--- src/rtl/matmul_core.sv ---
// Fixed-point 2x2 matrix-vector multiplier for Clarke/Park transforms and their inverses.
// One signed multiplier is shared over four cycles; the two row sums accumulate separately.
module matmul_core #(
  parameter int D_WIDTH = 19,
  parameter int Q_BITS  = 15
) (
  input  logic                      clk,
  input  logic                      rstb,
  input  logic signed [D_WIDTH-1:0] a_in,
  input  logic signed [D_WIDTH-1:0] b_in,
  input  logic signed [D_WIDTH-1:0] sin_in,
  input  logic signed [D_WIDTH-1:0] cos_in,
  input  logic                      start,
  input  logic [1:0]                op_in,
  output logic signed [D_WIDTH-1:0] a_out,
  output logic signed [D_WIDTH-1:0] b_out,
  output logic                      done
);

  localparam int CW = D_WIDTH + 1;      // coefficient width: holds -(-2^(D_WIDTH-1))
  localparam int AW = 2 * D_WIDTH + 1;  // product / accumulator width

  localparam logic signed [CW-1:0] K1  = CW'(32768);
  localparam logic signed [CW-1:0] K3  = CW'(18919);
  localparam logic signed [CW-1:0] K23 = CW'(37837);
  localparam logic signed [CW-1:0] KH  = -CW'(16384);
  localparam logic signed [CW-1:0] KS  = CW'(28378);

  localparam logic signed [AW-1:0] MAX_V = AW'((64'sd1 <<< (D_WIDTH - 1)) - 64'sd1);
  localparam logic signed [AW-1:0] MIN_V = -AW'(64'sd1 <<< (D_WIDTH - 1));

  typedef enum logic [2:0] {IDLE, MUL0, MUL1, MUL2, MUL3, OUT} state_t;

  state_t                    state_q, state_d;
  logic signed [D_WIDTH-1:0] a_q, b_q, sin_q, cos_q;
  logic [1:0]                op_q;
  logic signed [AW-1:0]      acc0_q, acc0_d, acc1_q, acc1_d;
  logic signed [D_WIDTH-1:0] a_out_q, a_out_d, b_out_q, b_out_d;
  logic                      done_q, done_d;

  logic signed [CW-1:0] sin_x, cos_x, neg_sin, coef;
  logic signed [D_WIDTH-1:0] opnd;
  logic signed [AW-1:0] coef_w, opnd_w, prod, sh0, sh1;

  assign sin_x   = {sin_q[D_WIDTH-1], sin_q};
  assign cos_x   = {cos_q[D_WIDTH-1], cos_q};
  assign neg_sin = -sin_x;

  // Coefficient/operand select for the shared multiplier.
  always_comb begin
    coef = '0;
    opnd = a_q;
    unique case (state_q)
      MUL0: begin
        opnd = a_q;
        coef = op_q[1] ? cos_x : K1;
      end
      MUL1: begin
        opnd = b_q;
        unique case (op_q)
          2'd2:    coef = sin_x;
          2'd3:    coef = neg_sin;
          default: coef = '0;
        endcase
      end
      MUL2: begin
        opnd = a_q;
        unique case (op_q)
          2'd0:    coef = K3;
          2'd1:    coef = KH;
          2'd2:    coef = neg_sin;
          default: coef = sin_x;
        endcase
      end
      MUL3: begin
        opnd = b_q;
        unique case (op_q)
          2'd0:    coef = K23;
          2'd1:    coef = KS;
          default: coef = cos_x;
        endcase
      end
      default: ;
    endcase
  end

  assign coef_w = {{(AW-CW){coef[CW-1]}}, coef};
  assign opnd_w = {{(AW-D_WIDTH){opnd[D_WIDTH-1]}}, opnd};
  assign prod   = coef_w * opnd_w;
  assign sh0    = acc0_q >>> Q_BITS;
  assign sh1    = acc1_q >>> Q_BITS;

  always_comb begin
    state_d = state_q;
    acc0_d  = acc0_q;
    acc1_d  = acc1_q;
    a_out_d = a_out_q;
    b_out_d = b_out_q;
    done_d  = 1'b0;
    unique case (state_q)
      IDLE: if (start) state_d = MUL0;
      MUL0: begin acc0_d = prod;          state_d = MUL1; end
      MUL1: begin acc0_d = acc0_q + prod; state_d = MUL2; end
      MUL2: begin acc1_d = prod;          state_d = MUL3; end
      MUL3: begin acc1_d = acc1_q + prod; state_d = OUT;  end
      OUT: begin
        if (sh0 > MAX_V)      a_out_d = MAX_V[D_WIDTH-1:0];
        else if (sh0 < MIN_V) a_out_d = MIN_V[D_WIDTH-1:0];
        else                  a_out_d = sh0[D_WIDTH-1:0];
        if (sh1 > MAX_V)      b_out_d = MAX_V[D_WIDTH-1:0];
        else if (sh1 < MIN_V) b_out_d = MIN_V[D_WIDTH-1:0];
        else                  b_out_d = sh1[D_WIDTH-1:0];
        done_d  = 1'b1;
        state_d = IDLE;
      end
      default: state_d = IDLE;
    endcase
  end

  always_ff @(posedge clk or posedge rstb) begin
    if (rstb) begin
      state_q <= IDLE;
      a_q     <= '0;
      b_q     <= '0;
      sin_q   <= '0;
      cos_q   <= '0;
      op_q    <= '0;
      acc0_q  <= '0;
      acc1_q  <= '0;
      a_out_q <= '0;
      b_out_q <= '0;
      done_q  <= 1'b0;
    end else begin
      state_q <= state_d;
      acc0_q  <= acc0_d;
      acc1_q  <= acc1_d;
      a_out_q <= a_out_d;
      b_out_q <= b_out_d;
      done_q  <= done_d;
      if (state_q == IDLE && start) begin
        a_q   <= a_in;
        b_q   <= b_in;
        sin_q <= sin_in;
        cos_q <= cos_in;
        op_q  <= op_in;
      end
    end
  end

  assign a_out = a_out_q;
  assign b_out = b_out_q;
  assign done  = done_q;

endmodule

--- config.mk ---
export PLATFORM = sky130hd
export DESIGN_NAME = matmul_core
export DESIGN_NICKNAME = d
export VERILOG_FILES = /design/src/rtl/matmul_core.sv
export SDC_FILE = /design/constraint.sdc
export NUM_CORES = 2
export LEC_CHECK = 0
export ABC_AREA = 1
export BUFFER_PORTS_ARGS = -buffer_cell sky130_fd_sc_hd__buf_2
export CAP_MARGIN = 20
export CORE_ASPECT_RATIO = 0.7
export CORE_MARGIN = 2
export CORE_UTILIZATION = 50
export CTS_CLUSTER_SIZE = 25
export DETAILED_ROUTE_END_ITERATION = 10
export HOLD_SLACK_MARGIN = 0.12
export PLACE_DENSITY = 0.72
export SYNTH_ARGS = -nofsm -noshare
export SYNTH_HDL_FRONTEND = slang
export SYNTH_SLANG_ARGS = --single-unit
--- constraint.sdc ---
create_clock -name clk -period 9.6 [get_ports clk]
set_clock_uncertainty 0.1 [all_clocks]
set_input_delay 0 -clock clk [delete_from_list [all_inputs] [get_ports clk]]
set_output_delay 0 -clock clk [all_outputs]
set_load 0.005 [all_outputs]
Yosys cells after proc, flatten, opt, wreduce, memory -nomap -nowiden
Index checks and enable logic that the tools add are counted.
{"block": "op_classes", "addsub": 3, "n_mul": 1, "order_cmp": 4, "eq_ne": 9, "n_mux": 15, "reduce_logical": 6}
{"operator": "39-bit case mux with 2 select lines", "n": 2}
{"operator": "19-bit 2-to-1 mux", "n": 5}
{"operator": "20-bit case mux with 2 select lines", "n": 2}
{"operator": "20-bit case mux with 4 select lines", "n": 1}
{"operator": "39-bit adder", "n": 2}
{"operator": "20-bit case mux with 3 select lines", "n": 1}
{"operator": "24-bit by 19-bit > comparator with 1-bit output (second input constant)", "n": 2}
{"operator": "24-bit by 19-bit < comparator with 1-bit output (second input constant)", "n": 2}
{"operator": "20-bit by 19-bit multiplier with 39-bit output", "n": 1}
{"operator": "20-bit 2-to-1 mux", "n": 1}
{"operator": "19-bit negator with 20-bit output", "n": 1}
{"operator": "3-bit case mux with 5 select lines", "n": 1}
{"operator": "3-bit by 2-bit equality test with 1-bit output (second input constant)", "n": 2}
{"operator": "3-bit equality test (second input constant)", "n": 2}
{"operator": "2-bit equality test (second input constant)", "n": 2}
{"operator": "2-bit nonzero test", "n": 2}
{"operator": "3-bit by 1-bit equality test with 1-bit output (second input constant)", "n": 1}
{"operator": "3-bit logical NOT", "n": 1}
{"operator": "3-bit 2-to-1 mux", "n": 1}
{"operator": "2-bit by 1-bit equality test with 1-bit output (second input constant)", "n": 1}
{"operator": "2-bit logical NOT", "n": 1}
{"operator": "2-bit != test (second input constant)", "n": 1}
{"operator": "2-bit OR reduction", "n": 1}
{"operator": "1-bit logical AND", "n": 1}
{"operator": "1-bit 2-to-1 mux", "n": 1}
{"block": "word_totals", "register_bits": 198, "inputBits": 81, "elab_cells": 49}

Logic depth before layout (Yosys ltp)
{"block": "depth", "word_depth": 6, "ltp_mapped": 52}

Least setup slack after synthesis
Ideal clock, no wire load.
{"block": "synth_path", "path_kind": "register to register", "from": "register sin_q[1]", "to": "register acc1_q[24]", "setup_time_ns": 0.066, "t_arrival_ns": 8.016, "required_time_ns": 9.434, "path_slack_ns": 1.419, "path_stages_with_launch": 45, "n_path_buf": 1, "synth_period_minus_slack_ns": 8.181, "path_cell_list": "dfrtp_1 > inv_1 > ha_1 > inv_1 > nor4_2 > nand2_1 > nand2_1 > nand3_1 > o21ai_0 > nand2_1 > nand3_2 > buf_2 > nand2_1 > fa_1 > inv_1 > fa_1 > inv_1 > fa_1 > (+9 left out) > nand2_1 > nand2_1 > a21oi_1 > inv_1 > nand2_1 > nand2_1 > inv_1 > ha_1 > nand2_1 > nor4_1 > o21ai_0 > nand3_1 > nand2_1 > nand2_1 > nand2_1 > nand2_1 > nand2_1 > nand2_1"}
{"block": "synth_between", "elab_chain_cells": 6}
{"element": "start: declaration", "line_no": "35", "rtl": "logic signed [D_WIDTH-1:0] a_q, b_q, sin_q, cos_q;"}
{"element": "start signal: assignment", "line_no": "143", "rtl": "sin_q <= sin_in;"}
{"element": "19-bit negator with 20-bit output", "line_no": "47", "rtl": "assign neg_sin = -sin_x;"}
{"element": "20-bit case mux with 3 select lines or 20-bit case mux with 2 select lines (tied branches)", "line_no": "68, 60"}
{"element": "20-bit case mux with 4 select lines *", "line_no": "53", "rtl": "unique case (state_q)"}
{"element": "20-bit by 19-bit multiplier with 39-bit output *", "line_no": "89", "rtl": "assign prod = coef_w * opnd_w;"}
{"element": "39-bit adder", "line_no": "105", "rtl": "MUL3: begin acc1_d = acc1_q + prod; state_d = OUT; end"}
{"element": "39-bit case mux with 2 select lines *", "line_no": "100", "rtl": "unique case (state_q)"}
{"element": "end signal: assignment", "line_no": "129", "rtl": "acc1_q <= '0;"}
{"element": "end signal: assignment", "line_no": "136", "rtl": "acc1_q <= acc1_d;"}
{"element": "end: declaration", "line_no": "37", "rtl": "logic signed [AW-1:0] acc0_q, acc0_d, acc1_q, acc1_d;"}
Every way passes the cells marked *; elsewhere a longest branch is shown, timed or not.
A chain may end at the register's enable or synchronous reset.

Final worst setup path
{"block": "layout_path", "from": "register state_q[1]", "to": "register acc0_q[38]"}
{"block": "layout_between", "elab_chain_cells": 6}
{"element": "start: declaration", "line_no": "34", "rtl": "state_t state_q, state_d;"}
{"element": "start signal: assignment", "line_no": "134", "rtl": "state_q <= state_d;"}
{"element": "3-bit equality test or 3-bit by 2-bit equality test with 1-bit output (tied branches)", "line_no": "53, 100"}
{"element": "2-bit OR reduction (no line)"}
{"element": "19-bit 2-to-1 mux", "line_no": "53"}
{"element": "20-bit by 19-bit multiplier with 39-bit output", "line_no": "89"}
{"element": "39-bit adder", "line_no": "103", "rtl": "MUL1: begin acc0_d = acc0_q + prod; state_d = MUL2; end"}
{"element": "39-bit case mux with 2 select lines", "line_no": "100"}
{"element": "end signal: assignment", "line_no": "128", "rtl": "acc0_q <= '0;"}
{"element": "end signal: assignment", "line_no": "135", "rtl": "acc0_q <= acc0_d;"}
{"element": "end: declaration", "line_no": "37"}
Several ways; a longest one is shown, not always the timed one.

==> results.py <==
metrics = {
    "finish": {
        "final_cell_mix": "nand2_1 (1037), inv_1 (745), nor2_1 (469)",
        "final_common_cell": "nand2_1",
        "final_cells": 5401,
        "finalInstanceArea_um2": 35810,
        "drive_gt1_frac": 0.1506,
        "syn_to_final_growth_pct": 20.35,
        "fin_util": 0.6109,
        "final_nets": 5262,
        "n_fill_cell": 5438,
    },
    "sta": {
        "min_period_ps": 9263,
        "finalHoldViolCount": 0,
        "report.final.slew_viol_count": 0,
        "period_share": 0.9649,
        "max_freq_mhz": 108.0,
        "tightest_slew_ps": 1022,
        "finalSetupViolations": 0,
        "layout_setup_ws_ps": 337.2,
        "slew_headroom": 0.3179,
        "rsz0062_at_grt": "true",
    },
    "setup_path": {
        "cp.required_ps": 9910,
        "worstSetupPathType": "flop to flop",
        "endpoint_kind": "flop",
        "start_kind": "flop",
        "cpMostUsedCell": "nand2_1",
        "max_stage_delay_ps": 640,
        "path_max_fanout": 19,
        "cp_slowest_cell": "fa_2",
        "arrival_ps": 9570,
    },
    "synthesis": {
        "ys_ff_latch": 198,
        "syn_avg_cell_area_um2": 7.256,
        "syn-cell-area_um2": 29750,
        "synth_cell_types": 56,
        "seq_area_frac_synth": 0.1665,
        "syn_nets": 4773,
        "postSynthCellCount": 4100,
        "synth_ff_type": "dfrtp_1",
        "yosysWarnings": 0,
        "synthArstFlopShare": 1.000,
        "synth_edf_count": 0,
    },
    "clock_network": {
        "clk_latency_ps": 530,
        "cts_sinks": 198,
        "cts_tree": "built",
        "cts_inserted_buffers": 17,
        "clock_path_buffers": 2,
        "root_buffer": "clkbuf_16",
        "path_clk_slew_ps": 100,
        "h-tree-depth": 4,
    },
    "floorplanning": {
        "start_util": 0.5076,
        "die_area_um2": 61500,
        "fp-row-count": 74,
        "io_pins": 120,
        "dieWidth_um": 295.6,
        "coreArea_um2": 58610,
        "fp.dieH_um": 208.1,
    },
    "route": {
        "drc": 0,
        "drtIter0Drc": 2952,
        "wire_per_inst_um": 20.72,
        "dr.pass1.iters": 7,
        "ant_nets": 0,
        "wl_um": 111900,
        "via_per_inst": 5.460,
        "vias": 29490,
    },
    "grt": {
        "grt_pass1_wl_um": 166600,
        "grt_pass1_vias": 28250,
        "grt-ovfl-total": 0,
        "grtUsageTotal": 0.3630,
        "grt_max_degree": 103,
        "antenna_found_initial": 3,
    },
    "min_path": {
        "hold_class": "input port to flop",
    },
    "placement": {
        "dp_cells": 5233,
        "globalplace.congestion": 1.039,
        "place_ws_ps": -178.1,
        "dp_hpwl_um": 89710,
        "postPlaceCellArea_um2": 33350,
        "port_buffers": 119,
    },
    "run_status": {
        "outcome": "complete, no violations",
    },
    "run": {
        "cap_violations": 0,
    },
}
[worst max-delay path, delay by kind of cell, from the launching register on]
family / cells / cell delay, ps
fa+ha+maj: 9 / 4180
simple gates: 16 / 1620
buf+inv: 14 / 1700
compound gates: 7 / 1130
flops: 1 / 400
[registers in the layout (all words and copies together), names as in the netlist]
signal   cells
a_out       19
a_q         19
acc0_q      39
acc1_q      39
b_out       19
b_q         19
cos_q       19
done         1
op_q         2
sin_q       19
state_q      3
[synth_stat cells (4+ instances only)]
| cell type | instances | area [µm²] |
|---|---|---|
| nand2_1 | 1052 | 3949 |
| inv_1 | 759 | 2849 |
| nor2_1 | 488 | 1832 |
| fa_1 | 388 | 7767 |
| a21oi_1 | 228 | 1141 |
| ha_1 | 204 | 2552 |
| dfrtp_1 | 198 | 4955 |
| nand3_1 | 187 | 935.9 |
| o21ai_0 | 157 | 785.8 |
| buf_2 | 41 | 205.2 |
| clkbuf_1 | 41 | 153.9 |
| mux2_2 | 34 | 382.9 |
| nand4_1 | 33 | 206.5 |
| inv_2 | 29 | 108.9 |
| xor2_1 | 28 | 245.2 |
| o21bai_1 | 22 | 165.2 |
| nor3_1 | 19 | 95.09 |
| o211ai_1 | 18 | 135.1 |
| o22ai_1 | 17 | 106.4 |
| or2_2 | 13 | 81.33 |
| a21o_1 | 11 | 82.58 |
| o21ai_2 | 11 | 96.34 |
| xnor2_1 | 11 | 96.34 |
| o221ai_1 | 10 | 87.58 |
| buf_1 | 9 | 33.78 |
| o21ai_1 | 9 | 45.04 |
| a31oi_1 | 8 | 50.05 |
| nand3b_1 | 8 | 60.06 |
| buf_4 | 7 | 52.55 |
| nor4_1 | 7 | 43.79 |
| and2_1 | 5 | 31.28 |
| clkinv_1 | 4 | 15.01 |
| nor2_2 | 4 | 25.02 |
| nor2_4 | 4 | 45.04 |
[layout make-up]
type	count	area, µm²	area share
Multi-Input combinational cell	3014	21840	0.6099
Inverter	792	3002	0.08383
Clock buffer	17	425.4	0.01188
Sequential cell	198	4959	0.1385
Clock inverter	15	224.0	0.006255
Antenna cell	1	2.502	0.00006989
Tap cell	798	998.5	0.02788
Timing Repair Buffer	566	4359	0.1217
[what timing repair did]
action	in CTS	in global routing
pin swaps	1	10
endpoints found under the setup margin	24	50
gates cloned	0	4
buffers inserted	0	13
resized for setup	4	123
hold endpoints to repair	180	0
hold buffers	118	0
[metal layers]
layer	wire [µm]	vias up	track usage
li1	-	13640	-
met1	50200	14190	0.5429
met2	43550	1493	0.4862
met3	15820	163	0.1456
met4	2197	2	0.07527
met5	153	-	0.01810
[kinds of logic (layout without fill, tap and decap cells)]
family                   after synthesis  count (layout)  synth area share
buffers and inverters                891            1390            0.1153
AND/OR/NAND/NOR                     1837            1838            0.2509
adder cells (fa/ha/maj)              592             592            0.3469
flip-flops                           198             198            0.1665
XOR/XNOR                              39              39           0.01148
AO/OA/AOI/OAI                        509             511           0.09610
multiplexers                          34              34           0.01287
other                                  0               1                 0
[through the flow]
step	hold WS (ps)	setup TNS, ps
floorplan	36.25	0
global placement	88.67	-1925
detailed placement	91.12	-1369
CTS	120.3	0
global route	146.2	-253.0
finish	142.2	0
[path summary, 6_finish.rpt]
check                                 from    endpoint  slack (ps)  cells past startpoint
worst min-delay path              b_in[15]     b_q[15]         140                      3
min in group asynchronous             rstb   acc0_q[9]         670                      4
worst max-delay path            state_q[1]  acc0_q[38]         340                     46
worst min register to register    a_out[3]    a_out[3]         380                      2
max in group asynchronous             rstb   sin_q[10]        6710                      6
worst max register to register  state_q[1]  acc0_q[38]         340                     46
Power is not shown: default switching activity piles up to over one toggle a cycle in this logic, so the estimate is an artifact.
